$ cat src/rtl/alu_pkg.sv
// Shared definitions for the sequential ALU: opcodes, FSM states, loaded-mask indices.
package alu_pkg;

   localparam int OP_W = 6;

   localparam logic [OP_W-1:0] OP_ADD = 6'b100000;
   localparam logic [OP_W-1:0] OP_SUB = 6'b100010;
   localparam logic [OP_W-1:0] OP_AND = 6'b100100;
   localparam logic [OP_W-1:0] OP_OR  = 6'b100101;
   localparam logic [OP_W-1:0] OP_XOR = 6'b100110;
   localparam logic [OP_W-1:0] OP_SRA = 6'b000011;
   localparam logic [OP_W-1:0] OP_SRL = 6'b000010;
   localparam logic [OP_W-1:0] OP_NOR = 6'b100111;

   typedef enum logic [1:0] {
      S_LOAD = 2'd0,
      S_EXEC = 2'd1,
      S_DONE = 2'd2
   } state_e;

   localparam int LD_A  = 0;
   localparam int LD_B  = 1;
   localparam int LD_OP = 2;
   localparam int LD_W  = 3;

endpackage

$ cat src/rtl/alu_core.sv
// Combinational ALU datapath: result, carry-out, signed overflow and illegal-opcode detect.
module alu_core
   import alu_pkg::*;
#(
   parameter int NB_DATA = 8,
   parameter int NB_OP   = 6
) (
   input  logic [NB_DATA-1:0] a_i,
   input  logic [NB_DATA-1:0] b_i,
   input  logic [NB_OP-1:0]   op_i,
   output logic [NB_DATA-1:0] result_o,
   output logic               carry_o,
   output logic               ovf_o,
   output logic               illegal_o
);

   localparam int MSB = NB_DATA - 1;
   localparam logic [NB_DATA:0] SH_LIM = (NB_DATA + 1)'(NB_DATA);

   logic [NB_DATA:0] ext;
   logic             big_sh;

   // Shift amounts at or beyond the width saturate explicitly.
   assign big_sh = ({1'b0, b_i} >= SH_LIM);

   always_comb begin
      ext       = '0;
      result_o  = '0;
      carry_o   = 1'b0;
      ovf_o     = 1'b0;
      illegal_o = 1'b0;
      case (op_i)
         NB_OP'(OP_ADD): begin
            ext      = {1'b0, a_i} + {1'b0, b_i};
            result_o = ext[MSB:0];
            carry_o  = ext[NB_DATA];
            ovf_o    = (a_i[MSB] == b_i[MSB]) && (ext[MSB] != a_i[MSB]);
         end
         NB_OP'(OP_SUB): begin
            // carry-out of A + ~B + 1: set means no borrow
            ext      = {1'b0, a_i} + {1'b0, ~b_i} + (NB_DATA + 1)'(1);
            result_o = ext[MSB:0];
            carry_o  = ext[NB_DATA];
            ovf_o    = (a_i[MSB] != b_i[MSB]) && (ext[MSB] != a_i[MSB]);
         end
         NB_OP'(OP_AND): result_o = a_i & b_i;
         NB_OP'(OP_OR):  result_o = a_i | b_i;
         NB_OP'(OP_XOR): result_o = a_i ^ b_i;
         NB_OP'(OP_NOR): result_o = ~(a_i | b_i);
         NB_OP'(OP_SRA): result_o = big_sh ? {NB_DATA{a_i[MSB]}}
                                           : $unsigned($signed(a_i) >>> b_i);
         NB_OP'(OP_SRL): result_o = big_sh ? '0 : (a_i >> b_i);
         default:        illegal_o = 1'b1;
      endcase
   end

endmodule

$ cat src/rtl/alu_seq.sv
// Registered ALU: button-edge operand/opcode loading, LOAD/EXEC/DONE FSM, registered result.
// Optional result flags are built only when ALU_SEQ_FLAGS_EN is defined.
module alu_seq
   import alu_pkg::*;
#(
   parameter int NB_DATA = 8,
   parameter int NB_OP   = 6
) (
   input  logic               clk,
   input  logic               i_rst,
   input  logic [NB_DATA-1:0] i_sw,
   input  logic               i_btn_a,
   input  logic               i_btn_b,
   input  logic               i_btn_op,
   input  logic               i_valid,
   output logic [NB_DATA-1:0] o_leds,
   output logic               o_valid,
   output logic               o_err,
   output logic               o_zero,
   output logic               o_carry,
   output logic               o_ovf
);

   logic btn_a_q, btn_b_q, btn_op_q, valid_in_q;
   logic edge_a, edge_b, edge_op, edge_vld, edge_ld;

   logic [NB_DATA-1:0] a_q, b_q, leds_q, leds_d;
   logic [NB_OP-1:0]   op_q;
   logic [LD_W-1:0]    ld_q, ld_d;
   state_e             state_q, state_d;
   logic               valid_q, valid_d, err_q, err_d, exec_ok;

   logic [NB_DATA-1:0] core_res;
   logic               core_ill;
`ifdef ALU_SEQ_FLAGS_EN
   logic               core_carry, core_ovf;
`endif

   assign edge_a   = i_btn_a  & ~btn_a_q;
   assign edge_b   = i_btn_b  & ~btn_b_q;
   assign edge_op  = i_btn_op & ~btn_op_q;
   assign edge_vld = i_valid  & ~valid_in_q;
   assign edge_ld  = edge_a | edge_b | edge_op;

   always_comb begin
      ld_d         = ld_q;
      ld_d[LD_A]   = ld_q[LD_A]  | edge_a;
      ld_d[LD_B]   = ld_q[LD_B]  | edge_b;
      ld_d[LD_OP]  = ld_q[LD_OP] | edge_op;
   end

   alu_core #(
      .NB_DATA (NB_DATA),
      .NB_OP   (NB_OP)
   ) u_core (
      .a_i       (a_q),
      .b_i       (b_q),
      .op_i      (op_q),
      .result_o  (core_res),
`ifdef ALU_SEQ_FLAGS_EN
      .carry_o   (core_carry),
      .ovf_o     (core_ovf),
`else
      .carry_o   (),
      .ovf_o     (),
`endif
      .illegal_o (core_ill)
   );

   always_comb begin
      state_d = state_q;
      leds_d  = leds_q;
      valid_d = 1'b0;
      err_d   = 1'b0;
      exec_ok = 1'b0;
      case (state_q)
         S_EXEC: begin
            state_d = S_DONE;
            if (core_ill) begin
               err_d = 1'b1;
            end else begin
               leds_d  = core_res;
               valid_d = 1'b1;
               exec_ok = 1'b1;
            end
         end
         default: begin
            // A valid edge that coincides with a load edge is dropped; the load wins.
            if (edge_vld && !edge_ld) begin
               if (&ld_q) state_d = S_EXEC;
               else       err_d   = 1'b1;
            end else if (edge_ld && (state_q == S_DONE)) begin
               state_d = S_LOAD;
            end
         end
      endcase
   end

   always_ff @(posedge clk) begin
      if (i_rst) begin
         btn_a_q    <= 1'b0;
         btn_b_q    <= 1'b0;
         btn_op_q   <= 1'b0;
         valid_in_q <= 1'b0;
         a_q        <= '0;
         b_q        <= '0;
         op_q       <= '0;
         ld_q       <= '0;
         state_q    <= S_LOAD;
         leds_q     <= '0;
         valid_q    <= 1'b0;
         err_q      <= 1'b0;
      end else begin
         btn_a_q    <= i_btn_a;
         btn_b_q    <= i_btn_b;
         btn_op_q   <= i_btn_op;
         valid_in_q <= i_valid;
         if (edge_a)  a_q  <= i_sw;
         if (edge_b)  b_q  <= i_sw;
         if (edge_op) op_q <= i_sw[NB_OP-1:0];
         ld_q       <= ld_d;
         state_q    <= state_d;
         leds_q     <= leds_d;
         valid_q    <= valid_d;
         err_q      <= err_d;
      end
   end

   assign o_leds  = leds_q;
   assign o_valid = valid_q;
   assign o_err   = err_q;

`ifdef ALU_SEQ_FLAGS_EN
   logic zero_q, carry_q, ovf_q;

   always_ff @(posedge clk) begin
      if (i_rst) begin
         zero_q  <= 1'b0;
         carry_q <= 1'b0;
         ovf_q   <= 1'b0;
      end else if (exec_ok) begin
         zero_q  <= (core_res == '0);
         carry_q <= core_carry;
         ovf_q   <= core_ovf;
      end
   end

   assign o_zero  = zero_q;
   assign o_carry = carry_q;
   assign o_ovf   = ovf_q;
`else
   assign o_zero  = 1'b0;
   assign o_carry = 1'b0;
   assign o_ovf   = 1'b0;
`endif

endmodule

$ cat config.mk
export PLATFORM = sky130hd
export DESIGN_NAME = alu_seq
export DESIGN_NICKNAME = d
export VERILOG_FILES = /design/src/rtl/alu_pkg.sv /design/src/rtl/alu_core.sv /design/src/rtl/alu_seq.sv
export SDC_FILE = /design/constraint.sdc
export NUM_CORES = 1
export LEC_CHECK = 0
export ABC_AREA = 1
export CAP_MARGIN = 10
export CORE_AREA = 5 5 87 89
export CTS_BUF_LIST = sky130_fd_sc_hd__clkbuf_4
export DETAILED_ROUTE_END_ITERATION = 8
export DIE_AREA = 0 0 92 94
export MAX_ROUTING_LAYER = met4
export PLACE_DENSITY = 0.69
export SYNTH_ARGS = -nofsm -noshare
export SYNTH_HDL_FRONTEND = slang
export SYNTH_SLANG_ARGS = --single-unit
$ cat constraint.sdc
create_clock -name clk -period 2.4 [get_ports clk]
set_input_delay 0.36 -clock clk [delete_from_list [all_inputs] [get_ports clk]]
set_output_delay 0.36 -clock clk [all_outputs]
set_load 0.05 [all_outputs]
-- Word-level counts from Yosys, hierarchy flattened
Cells that the tools add are included.
- add/subtract/negate cells: 3
- magnitude comparators: 1
- eq/ne operators: 12
- shift operators: 2
- muxes and demuxes: 12
- bitwise logic cells: 19
- reduce and logical (&&, ||, !) cells: 12
- operator list (kind ; number):
    8-bit one-hot mux with 8 select lines ; 1
    6-bit equality test (second input constant) ; 6
    8-bit adder ; 2
    8-bit 2-to-1 mux ; 2
    8-bit NOT ; 2
    6-bit by 2-bit equality test with 1-bit output (second input constant) ; 2
    8-bit by 1-bit adder with 8-bit output (second input constant) ; 1
    8-bit bitwise AND ; 1
    8-bit by 4-bit greater-or-equal comparator with 1-bit output (second input constant) ; 1
    2-bit 2-to-1 mux ; 4
    8-bit OR ; 1
    8-bit OR reduction ; 1
    8-bit by 8-bit >> shifter with 8-bit output ; 1
    8-bit by 8-bit >>> shifter with 8-bit output ; 1
    8-bit bitwise XOR ; 1
    2-bit AND reduction ; 3
    1-bit 2-to-1 mux ; 5
    1-bit NOT ; 5
    1-bit OR ; 5
    1-bit bitwise AND ; 4
    2-bit OR reduction ; 2
    3-bit by 1-bit inequality test with 1-bit output (second input constant) ; 1
    3-bit AND reduction ; 1
    3-bit nonzero test ; 1
    other kinds (6) ; 7
- register bits: 41
- bits of input ports: 14

-- Longest topological paths before layout
Gate-level depths: netlist of the first run.
- word-level depth: 8
- mapped depth: 15
- depth with buffers taken out: 14

-- Modules after synthesis
A second synthesis of the first run with hierarchy kept.
- cell total of the unflattened synthesis: 550
- area total of the unflattened synthesis: 3445.8 um^2
- modules (own cells, without submodules) (module ; instances ; cells an instance ; area each (um^2)):
    alu_core ; 1 ; 363 ; 1901.8
    alu_seq ; 1 ; 187 ; 1544.0

-- Worst setup path after synthesis of the first run
No wires, ideal clock.
- path type: reg-to-reg
- start: reg b_q[2]
- end: reg leds_q[3] (netlist: o_leds[3])
- arrival time: 1.852 ns
- required time: 2.291 ns
- path slack: 0.439 ns
- stages on the path, launching flop included: 16
- buffers on the path: 1
- period minus slack after synthesis: 1.961 ns
- cell sequence: dfxtp_1 -> inv_1 -> ha_1 -> buf_2 -> inv_1 -> nand2_1 -> nand2_1 -> inv_1 -> nand2_1 -> nand2_1 -> nand3_1 -> o21ai_0 -> nor2_1 -> nand3_1 -> nand2_1 -> inv_1
- cells in the longest elaborated chain, start to end: 4
- elaborated cells on any way between the ends: 10
- RTL lines (what ; line ; source):
    start: declaration ; alu_seq.sv:27 ; logic [NB_DATA-1:0] a_q, b_q, leds_q, leds_d;
    start signal: assignment ; alu_seq.sv:119 ; if (edge_b) b_q <= i_sw;
    8-bit NOT ; alu_core.sv:41 ; ext = {1'b0, a_i} + {1'b0, ~b_i} + (NB_DATA + 1)'(1);
    8-bit adder ; alu_core.sv:41 ;
    8-bit by 1-bit adder with 8-bit output ; alu_core.sv:41 ;
    8-bit one-hot mux with 8 select lines * ; alu_core.sv:32 ; case (op_i)
    end signal: assignment ; alu_seq.sv:123 ; leds_q <= leds_d;
    end: declaration ; alu_seq.sv:27 ;
Mark *: on every way between the ends. The rest lies on a longest branch, timed or not.
A chain may end at the register's enable or synchronous reset.

-- Worst setup path in the final report of the first run
- start: reg b_q[3]
- end: reg leds_q[4] (netlist: o_leds[4])
The elaborated chain is that of the path after synthesis.

==> key figures, run 1 <==
Worst hold path
  • Class of the most critical hold timing path: flip-flop to flip-flop
  • Cell count of the worst hold path: 2

Detailed routing
  • Mean routed wirelength per cell: roughly 17 um
  • Per-cell via count in the routed design: approximately 5.6
  • First-pass iteration count of the detailed router: 5
  • Via total after detailed routing: 3512
  • Detailed-route DRC error count: 0
  • Number of antenna-violating nets in the routed design: 0
  • DR iter-0 viols: 294
  • Sum of routed wire length over all layers: approximately 10000 um

Place
  • Cell Count Post-Placement: between 600 and 700
  • Final GP Congestion: 0.9898
  • DP HPWL: approximately 8300 um
  • Number of port buffers: 23
  • Instance area at placement: 3631 sq um

Cells and area
  • Post-route insts no fill: between 600 and 700
  • Share of layout cells above drive strength 1: roughly a tenth
  • Net count reported at finish: around 600
  • Layout overhead on the synthesized area: 12.69%
  • Combined area of the multi-input logic cells: about 2100 sq um
  • Fin area: 3711 sq um
  • # diodes: 0
  • Seq. cell area: 822.0 sq um
  • Fillers: roughly 670

Outcome
  • Outcome: complete, no violations

Critical path
  • Type of element capturing the critical path: flip-flop
  • Biggest fanout along the worst timing path: 10
  • Max stage delay on crit path: 500 ps
  • Setup Crit Path Kind: flip-flop to flip-flop
  • Required time of the worst setup path: between 2000 and 3000 ps
  • Highest-delay cell along the critical path: sky130_fd_sc_hd__ha_1
  • Number of cells on the worst reg-to-reg path: 9
  • Sort of element at the start of the critical path: flip-flop
  • WP data arrival: 2430 ps
  • CP cell instances: inv_1, ha_1, inv_1, a21oi_1, nand3_1, nand2_1, o22ai_1, nor2_1, a21oi_1

Synth
  • Sequential share of the synthesized area: 24.92%
  • Netlist area before placement: around 3300 sq um
  • Number of library cell types mapped by synthesis: 35
  • Post-synthesis average cell area: between 6 and 7 sq um
  • Post-synthesis instance total: ~520
  • Synthesis warning total: 0
  • Total of flip-flops plus latches after synthesis: between 40 and 50

Pwr
  • Leakage dissipation: 0.001728 uW
  • Max rail drop VDD: ~0.00042 V
  • Fraction of power consumed by the clock network: a little over a quarter
  • Pwr Density: around 490 nW/um^2
  • Power Total: 1811 uW
  • Power spent charging and discharging nets: around 680 uW
  • Logic pwr share: 32.3%
  • Internal portion of total power: 1129 uW
  • Switching part of the total power: between 30% and 40%
  • Portion of total power attributed to sequential cells: a little over two fifths

GRT
  • Initial antenna violation count: 0
  • Total congestion overflow after global routing: 0
  • Maximum number of pins on one net before global-route repair: 28
  • Global-route usage over all layers: about 26%
  • First-pass GRT wire length: around 17000 um
  • Number of global-route vias before repair: ~3.2k

Floorplan
  • Die extent in y: around 94 um
  • Boundary pin count: 27
  • Initial standard-cell utilization of the core: about half
  • Area of the die: between 8000 and 9000 sq um
  • CORE AREA: ~6700 sq um
  • Number of core rows: 30
  • Overall die width: between 90 and 100 um

Clock tree
  • Number of sinks on the clock net: just over 40
  • Clock transition time at the flip-flop clock pins of the worst setup and hold paths: 150 ps
  • # hold bufs at CTS: 0
  • TritonCTS clock tree: done
  • Clock root buffer master: sky130_fd_sc_hd__clkbuf_4
  • Resize count post-CTS: 0
  • Maximum buffer depth of the clock tree: 2
  • Clock buffer count from CTS: 5
  • CTS HTree Levels: 2
  • Latest clock arrival within the worst-skew pair: ~370 ps
  • Number of buffers inserted by post-CTS setup repair: 0

Flow run
  • Maxcap violations: 0

STA
  • Skew final: between 20 and 25 ps
  • Setup repair after global routing missed its margin: false
  • Setup violation total in the final timing report: 0
  • Setup TNS: 0 ps
  • Period utilisation layout: around nine tenths
  • Final min period: about 2200 ps
  • Slew @ Worst Pin: roughly 680 ps
  • Number of hold violations in the final report: 0
  • Final slew viol count: 0
  • Worst slew margin: ~55%
  • Highest attainable clock frequency: 463.3 MHz
-- cells in the mapped netlist --
cell,n,share of area (%)
sky130_fd_sc_hd__inv_2,5,0.57
sky130_fd_sc_hd__buf_2,6,0.91
sky130_fd_sc_hd__xnor2_1,1,0.27
sky130_fd_sc_hd__nand2_1,110,13
sky130_fd_sc_hd__o21a_1,2,0.46
sky130_fd_sc_hd__fa_1,2,1.2
sky130_fd_sc_hd__o211ai_1,2,0.46
sky130_fd_sc_hd__ha_1,26,9.9
sky130_fd_sc_hd__nor3_1,1,0.15
sky130_fd_sc_hd__o22ai_1,1,0.19
sky130_fd_sc_hd__nor2_2,7,1.3
sky130_fd_sc_hd__o21ai_2,1,0.27
sky130_fd_sc_hd__nand2_4,1,0.34
sky130_fd_sc_hd__nand2_2,3,0.57
sky130_fd_sc_hd__a21oi_1,43,6.5
sky130_fd_sc_hd__nand3_4,1,0.53
sky130_fd_sc_hd__conb_1,1,0.11
sky130_fd_sc_hd__o21ai_1,5,0.76
sky130_fd_sc_hd__buf_4,5,1.1
sky130_fd_sc_hd__nand3b_1,3,0.68
sky130_fd_sc_hd__nor2_4,4,1.4
sky130_fd_sc_hd__nor2_1,50,5.7
sky130_fd_sc_hd__buf_6,1,0.34
sky130_fd_sc_hd__inv_1,55,6.3
sky130_fd_sc_hd__o21ai_0,27,4.1
sky130_fd_sc_hd__nand3_1,64,9.7
sky130_fd_sc_hd__nand4_1,25,4.7
sky130_fd_sc_hd__a211oi_1,1,0.23
sky130_fd_sc_hd__or2_2,5,0.95
sky130_fd_sc_hd__clkbuf_1,9,1.0
sky130_fd_sc_hd__dfxtp_1,41,25
sky130_fd_sc_hd__clkinv_2,2,0.30
sky130_fd_sc_hd__nand3_2,2,0.61
sky130_fd_sc_hd__a21oi_2,2,0.53
sky130_fd_sc_hd__xor2_1,1,0.27
-- state kept, by name, indices dropped and copies added (netlist names) --
name        count
o_err           1
ld_q            3
btn_b_q         1
b_q             8
a_q             8
btn_a_q         1
op_q            6
state_q         2
o_valid         1
valid_in_q      1
o_leds          8
btn_op_q        1
-- critical path, delay by kind of cell (launching register included) --
family                     cells  cell delay (ps)
DFF                            1              400
and+or+nand+nor                3              450
adders and majority gates      1              500
buffers and inverters          2              290
AOI/OAI and AO/OA              3              420
-- layout by cell type (no fill, tap or decap), drive strengths merged --
cell type and count:
clkinvlp 1, nand4 25, clkdlybuf4s50 23, nor2 61
bufinv 1, xnor2 1, o211ai 2, ha 26
nand2 114, or2 5, a21oi 45, nand3b 3
o22ai 1, a211oi 1, o21a 2, dfxtp 41
o21ai 33, nand3 67, conb 3, inv 60
xor2 1, nor3 1, clkinv 3, buf 15
fa 2, clkbuf 5
-- per-stage QoR --
| stage | setup slack [ps] | hold WS, ps | utilization [%] |
|---|---|---|---|
| 6_report | 241.5 | 469.7 | 55.54 |
| 5_1_grt | 77.17 | 483.5 | 55.54 |
| 4_1_cts | 297.9 | 471.3 | 55.52 |
| 3_5_place_dp | 286.4 | 452.1 | 54.34 |
| 3_3_place_gp | 305.5 | 445.5 | 54.34 |
| 2_1_floorplan | 439.4 | 436.4 | - |
-- per-layer routing --
| metal | global-route usage [%] | up-vias | routed length (um) |
|---|---|---|---|
| li1 | - | 1747 | - |
| met2 | 38.32 | 175 | 4542 |
| met1 | 35.16 | 1562 | 4753 |
| met4 | 10.52 | 0 | 346 |
| met5 | - | - | 0 |
| met3 | 4.167 | 28 | 849 |
-- final cells by class --
class,count,area share [%]
clock inverter,3,1.113
sequential,41,22.15
multi-input combinational,393,57.45
timing repair buffer,38,9.238
clock buffer,5,1.011
inverter,62,6.339
tap,80,2.697
-- path summary, 6_finish.rpt --
path	startpoint	slack, ps	end
max	b_q[3]	240	o_leds[4]
min	ld_q[1]	470	ld_q[1]
max reg2reg	b_q[3]	240	o_leds[4]
min reg2reg	ld_q[1]	470	ld_q[1]
-- power groups by stage --
stage	Combinational, uW	Clock [uW]	Sequential [uW]
detailed placement	569	0	769
floorplan	401	0	770
global route	646	507	760
finish	584	472	755
global placement	568	0	768
CTS	571	483	754
-- kinds of logic (layout without fill, tap and decap cells) --
group,count (synthesis),after routing,synth area share [%]
compound gates,84,84,13.53
flops,41,41,24.92
simple gates,276,276,39.25
other cells,1,3,0.1139
buf+inv,83,108,10.56
xor+xnor,2,2,0.5320
fa+ha+maj,28,28,11.09
No activity file was read; power rests on OpenSTA's default activity.
==> run 2, diff against run 1 <==
--- a/config.mk
+++ b/config.mk
@@ -12,7 +12,7 @@
 export DETAILED_ROUTE_END_ITERATION = 8
 export DIE_AREA = 0 0 92 94
 export MAX_ROUTING_LAYER = met4
-export PLACE_DENSITY = 0.69
+export PLACE_DENSITY = 0.7
 export SYNTH_ARGS = -nofsm -noshare
 export SYNTH_HDL_FRONTEND = slang
 export SYNTH_SLANG_ARGS = --single-unit
==> key figures, run 2 (synthesis results as in run 1) <==
Clock tree
  • # hold bufs at CTS: 0
  • CTS HTree Levels: 2
  • Clock root buffer master: sky130_fd_sc_hd__clkbuf_4
  • Maximum buffer depth of the clock tree: 2
  • Latest clock arrival within the worst-skew pair: approximately 350 ps
  • TritonCTS clock tree: done
  • Resize count post-CTS: 0
  • Clock transition time at the flip-flop clock pins of the worst setup and hold paths: roughly 130 ps
  • Number of buffers inserted by post-CTS setup repair: 0
  • Clock buffer count from CTS: 5
  • Number of sinks on the clock net: a little over 40

Detailed routing
  • DR iter-0 viols: roughly 300
  • Sum of routed wire length over all layers: between 9000 and 10000 um
  • Mean routed wirelength per cell: about 16 um
  • Detailed-route DRC error count: 0
  • Number of antenna-violating nets in the routed design: 0
  • Per-cell via count in the routed design: 5.601
  • First-pass iteration count of the detailed router: 5
  • Via total after detailed routing: between 3k and 4k

Pwr
  • Logic pwr share: between 30% and 40%
  • Portion of total power attributed to sequential cells: between 40% and 50%
  • Internal portion of total power: around 1000 uW
  • Power spent charging and discharging nets: 640.5 uW
  • Pwr Density: 452.8 nW/um^2
  • Leakage dissipation: roughly 0.0017 uW
  • Switching part of the total power: around two fifths
  • Max rail drop VDD: between 0.0003 and 0.0004 V
  • Fraction of power consumed by the clock network: roughly a fifth

Critical path
  • Type of element capturing the critical path: flip-flop
  • Sort of element at the start of the critical path: flip-flop
  • WP data arrival: between 2000 and 2500 ps
  • Worst-case register-to-register setup slack: roughly 290 ps
  • Setup Crit Path Kind: flip-flop to flip-flop
  • Biggest fanout along the worst timing path: 12
  • Required time of the worst setup path: 2650 ps

Place
  • Final GP Congestion: 1.064
  • DP HPWL: ~8000 um
  • Setup slack at placement: about 320 ps
  • Number of port buffers: 23

GRT
  • Initial antenna violation count: 0
  • Number of global-route vias before repair: approximately 3.2k
  • Maximum number of pins on one net before global-route repair: 30
  • First-pass GRT wire length: roughly 16000 um
  • Total congestion overflow after global routing: 0
  • Global-route usage over all layers: between 20% and 30%

STA
  • Skew final: 22.04 ps
  • Slew @ Worst Pin: roughly 700 ps
  • Highest attainable clock frequency: 474.3 MHz
  • Minimum setup slack in the final design: between 200 and 300 ps
  • Worst slew margin: between 50 and 60%
  • Setup TNS: 0 ps
  • Number of hold violations in the final report: 0
  • Final slew viol count: 0
  • Setup violation total in the final timing report: 0
  • Final min period: 2108 ps
  • Setup repair after global routing missed its margin: false
  • Period utilisation layout: between 80% and 90%

Floorplan
  • Die extent in y: between 90 and 100 um
  • Overall die width: 92 um
  • CORE AREA: about 6700 sq um
  • Initial standard-cell utilization of the core: 49.29%
  • Area of the die: roughly 8600 sq um
  • Boundary pin count: 27
  • Number of core rows: 30

Worst hold path
  • Class of the most critical hold timing path: flip-flop to flip-flop

Cells and area
  • Fillers: between 600 and 700
  • Net count reported at finish: roughly 580
  • Most frequent cells in the layout: sky130_fd_sc_hd__nand2_1, sky130_fd_sc_hd__nand3_1, sky130_fd_sc_hd__inv_1, sky130_fd_sc_hd__nor2_1, sky130_fd_sc_hd__a21oi_1
  • Layout overhead on the synthesized area: 10.83%
  • Share of layout cells above drive strength 1: about a tenth
  • Leading cell type in the layout, fill and taps excluded: sky130_fd_sc_hd__nand2_1
  • # diodes: 0

Outcome
  • Outcome: complete, no violations

Flow run
  • Maxcap violations: 0
run 2: critical path: stages (launching register included):
cell,delay [ps]
sky130_fd_sc_hd__dfxtp_1,590
sky130_fd_sc_hd__ha_1,250
sky130_fd_sc_hd__inv_1,80
sky130_fd_sc_hd__fa_1,430
sky130_fd_sc_hd__nand3_1,130
sky130_fd_sc_hd__nand3_1,90
sky130_fd_sc_hd__nand2_1,80
sky130_fd_sc_hd__o22ai_1,70
sky130_fd_sc_hd__nor2_1,200
sky130_fd_sc_hd__a21oi_1,90
run 2: power by group through the flow:
stage / Combinational, uW / Sequential (uW) / Clock (uW)
finish: 565 / 757 / 331
global route: 630 / 763 / 372
global placement: 552 / 769 / 0
CTS: 555 / 756 / 346
detailed placement: 553 / 772 / 0
floorplan: 401 / 770 / 0
run 2: final cells by class:
type                    count  area, sq um  share of cell area [%]
flip-flops and latches     41        820.8                   22.49
multi-input cells         393         2132                   58.42
inverters                  62        235.2                   6.445
clock inverters             2        11.26                  0.3085
clock buffers               5        37.54                   1.028
well taps                  80        100.1                   2.743
repair buffers             34        312.8                   8.570
run 2: path summary, 6_finish.rpt:
| path | startpoint | end | cells after the start |
|---|---|---|---|
| max reg2reg | b_q[0] | o_leds[4] | 9 |
| min | ld_q[0] | ld_q[0] | 2 |
| min reg2reg | ld_q[0] | ld_q[0] | 2 |
| max | b_q[0] | o_leds[4] | 9 |
run 2: routing by layer:
layer	routed length [um]	up-vias	track usage [%]	part of all wire (%)
met3	832	29	4.327	8.6
met4	453	0	11.14	4.7
met2	4254	168	36.86	44
met1	4142	1525	30.48	43
li1	-	1734	-	-
met5	0	-	-	0
run 2: per-stage QoR:
step / hold slack (ps) / instances / utilization, % / cell area, sq um / total power [uW]
finish: 470.1 / 617 / 54.63 / 3650 / 1653
global placement: 445.7 / 610 / 53.90 / 3601 / 1321
floorplan: 436.4 / 517 / - / 3301 / 1170
CTS: 467.0 / 617 / 54.63 / 3650 / 1657
global route: 486.6 / 617 / 54.63 / 3650 / 1765
detailed placement: 449.5 / 610 / 53.90 / 3601 / 1325
==> run 3, diff against run 2 <==
==> constraint.sdc (replaced) <==
create_clock -name clk -period 2.6 [get_ports clk]
set_input_delay 0.39 -clock clk [delete_from_list [all_inputs] [get_ports clk]]
set_output_delay 0.39 -clock clk [all_outputs]
set_load 0.05 [all_outputs]
==> key figures, run 3 (synthesis results as in run 1) <==
Outcome
  • Outcome: complete, no violations

STA
  • Period utilisation layout: about nine tenths
  • Number of hold violations in the final report: 0
  • Setup repair after global routing missed its margin: false
  • Setup TNS: 0 ps
  • Slew @ Worst Pin: between 500 and 600 ps
  • Skew final: 10.99 ps
  • Worst slew margin: 65.87%
  • Final slew viol count: 0
  • Highest attainable clock frequency: between 400 and 500 MHz
  • Setup violation total in the final timing report: 0
  • Final min period: 2348 ps
  • Minimum setup slack in the final design: ~250 ps
  • Final hold slack: between 400 and 500 ps

Cells and area
  • Most frequent cells in the layout: sky130_fd_sc_hd__nand2_1, sky130_fd_sc_hd__nand3_1, sky130_fd_sc_hd__inv_1, sky130_fd_sc_hd__nor2_1, sky130_fd_sc_hd__a21oi_1
  • # diodes: 0
  • Share of layout cells above drive strength 1: a little under a tenth
  • Leading cell type in the layout, fill and taps excluded: sky130_fd_sc_hd__nand2_1
  • Net count reported at finish: between 500 and 600
  • Layout overhead on the synthesized area: 11.21%

Clock tree
  • Clock transition time at the flip-flop clock pins of the worst setup and hold paths: 140 ps
  • TritonCTS clock tree: done
  • Number of sinks on the clock net: 41
  • Clock buffer count from CTS: 5
  • Maximum buffer depth of the clock tree: 2
  • Number of buffers inserted by post-CTS setup repair: 0
  • CTS HTree Levels: 2
  • Resize count post-CTS: 0
  • Clock root buffer master: sky130_fd_sc_hd__clkbuf_4
  • Latest clock arrival within the worst-skew pair: between 300 and 400 ps
  • # hold bufs at CTS: 0

Critical path
  • Worst-case register-to-register setup slack: ~250 ps
  • Terminus of the critical flop-to-flop path: o_leds[3]
  • Setup Crit Path Kind: flip-flop to flip-flop
  • Startpoint of the most critical register-to-register path: a_q[2]
  • Required time of the worst setup path: slightly below 3000 ps
  • First element of the critical path: a_q[2]
  • Sort of element at the start of the critical path: flip-flop
  • Biggest fanout along the worst timing path: 9
  • WP data arrival: between 2000 and 3000 ps
  • Number of cells on the worst reg-to-reg path: 13
  • Type of element capturing the critical path: flip-flop

Detailed routing
  • Per-cell via count in the routed design: between 5 and 6
  • Via total after detailed routing: roughly 3.5k
  • DR iter-0 viols: between 300 and 400
  • Number of antenna-violating nets in the routed design: 0
  • Detailed-route DRC error count: 0
  • Sum of routed wire length over all layers: approximately 11000 um
  • Mean routed wirelength per cell: 17.30 um
  • First-pass iteration count of the detailed router: 6

GRT
  • Total congestion overflow after global routing: 0
  • First-pass GRT wire length: 17420 um
  • Global-route usage over all layers: a little over a quarter
  • Number of global-route vias before repair: about 3.4k
  • Maximum number of pins on one net before global-route repair: 20
  • Initial antenna violation count: 0

Worst hold path
  • Cell count of the worst hold path: 2
  • Worst Min Path Start: ld_q[2]
  • Class of the most critical hold timing path: flip-flop to flip-flop
  • Worst Hold Path EP: ld_q[2]

Place
  • Final GP Congestion: a little over 1
  • Setup slack at placement: approximately 360 ps
  • Number of port buffers: 23
  • DP HPWL: around 8400 um

Pwr
  • Max rail drop VDD: approximately 0.0003 V
  • Leakage dissipation: around 0.0017 uW
  • Pwr Density: ~460 nW/um^2

Floorplan
  • Initial standard-cell utilization of the core: ~49%
  • Boundary pin count: 27
  • Area of the die: between 8000 and 9000 sq um
  • Die extent in y: roughly 94 um
  • CORE AREA: approximately 6700 sq um
  • Number of core rows: 30
  • Overall die width: 92 um

Flow run
  • Maxcap violations: 0
==> run 3: cell types whose count changed in the layout (fill, tap and decap cells not counted) <==
cell                        delta
sky130_fd_sc_hd__clkinv_1      -1
sky130_fd_sc_hd__bufinv_16     +1
sky130_fd_sc_hd__clkinv_4      +1
sky130_fd_sc_hd__buf_4         -3
==> run 3: worst max path at each step <==
stage / depth (start not counted) / slack, ps / endpoint
finish: 13 / 250 / o_leds[3]
global route: 13 / 180 / o_leds[3]
CTS: 13 / 330 / o_leds[3]
detailed placement: 13 / 360 / o_leds[3]
global placement: 13 / 370 / o_leds[3]
floorplan: 15 / 640 / o_leds[3]
==> run 3: per-layer routing <==
layer	GRT usage, %	up-vias	routed length [um]
met3	4.647	35	775
met1	32.58	1594	4571
met2	43.25	162	4881
li1	-	1723	-
met5	-	-	0
met4	11.39	0	409
==> run 3: where the power goes <==
part | switching, uW | total [uW] | internal, uW
logic | 360 | 530 | 170
clock network | 238 | 442 | 204
registers | 39.3 | 702 | 663
total | 637 | 1670 | 1040
==> run 3: layout make-up <==
| class | count | area [sq um] |
|---|---|---|
| Clock buffer | 5 | 37.54 |
| Clock inverter | 3 | 46.29 |
| Fill cell | 684 | 3019 |
| Inverter | 62 | 235.2 |
| Multi-Input combinational cell | 393 | 2132 |
| Sequential cell | 41 | 820.8 |
| Tap cell | 80 | 100.1 |
| Timing Repair Buffer | 31 | 290.3 |
==> run 3: critical path, cell delays in order (launching register included) <==
cell                      delay (ps)
sky130_fd_sc_hd__dfxtp_1         500
sky130_fd_sc_hd__inv_1           130
sky130_fd_sc_hd__ha_1            560
sky130_fd_sc_hd__inv_1           200
sky130_fd_sc_hd__nand2_1          90
sky130_fd_sc_hd__nand2_1          80
sky130_fd_sc_hd__inv_1            70
sky130_fd_sc_hd__nand3_1          70
sky130_fd_sc_hd__nand3_1          90
sky130_fd_sc_hd__o21ai_0          80
sky130_fd_sc_hd__nor2_1          190
sky130_fd_sc_hd__nand3_1         100
sky130_fd_sc_hd__nand2_1          70
sky130_fd_sc_hd__inv_1            40
==> run 3: through the flow <==
step | power, uW | util (%) | std cells | instance area [sq um]
after global placement | 1231 | 53.56 | 607 | 3578
after global routing | 1777 | 54.81 | 615 | 3662
final | 1674 | 54.81 | 615 | 3662
after CTS | 1675 | 54.81 | 615 | 3662
after floorplan | 1080 | - | 517 | 3301
after detailed placement | 1232 | 53.56 | 607 | 3578
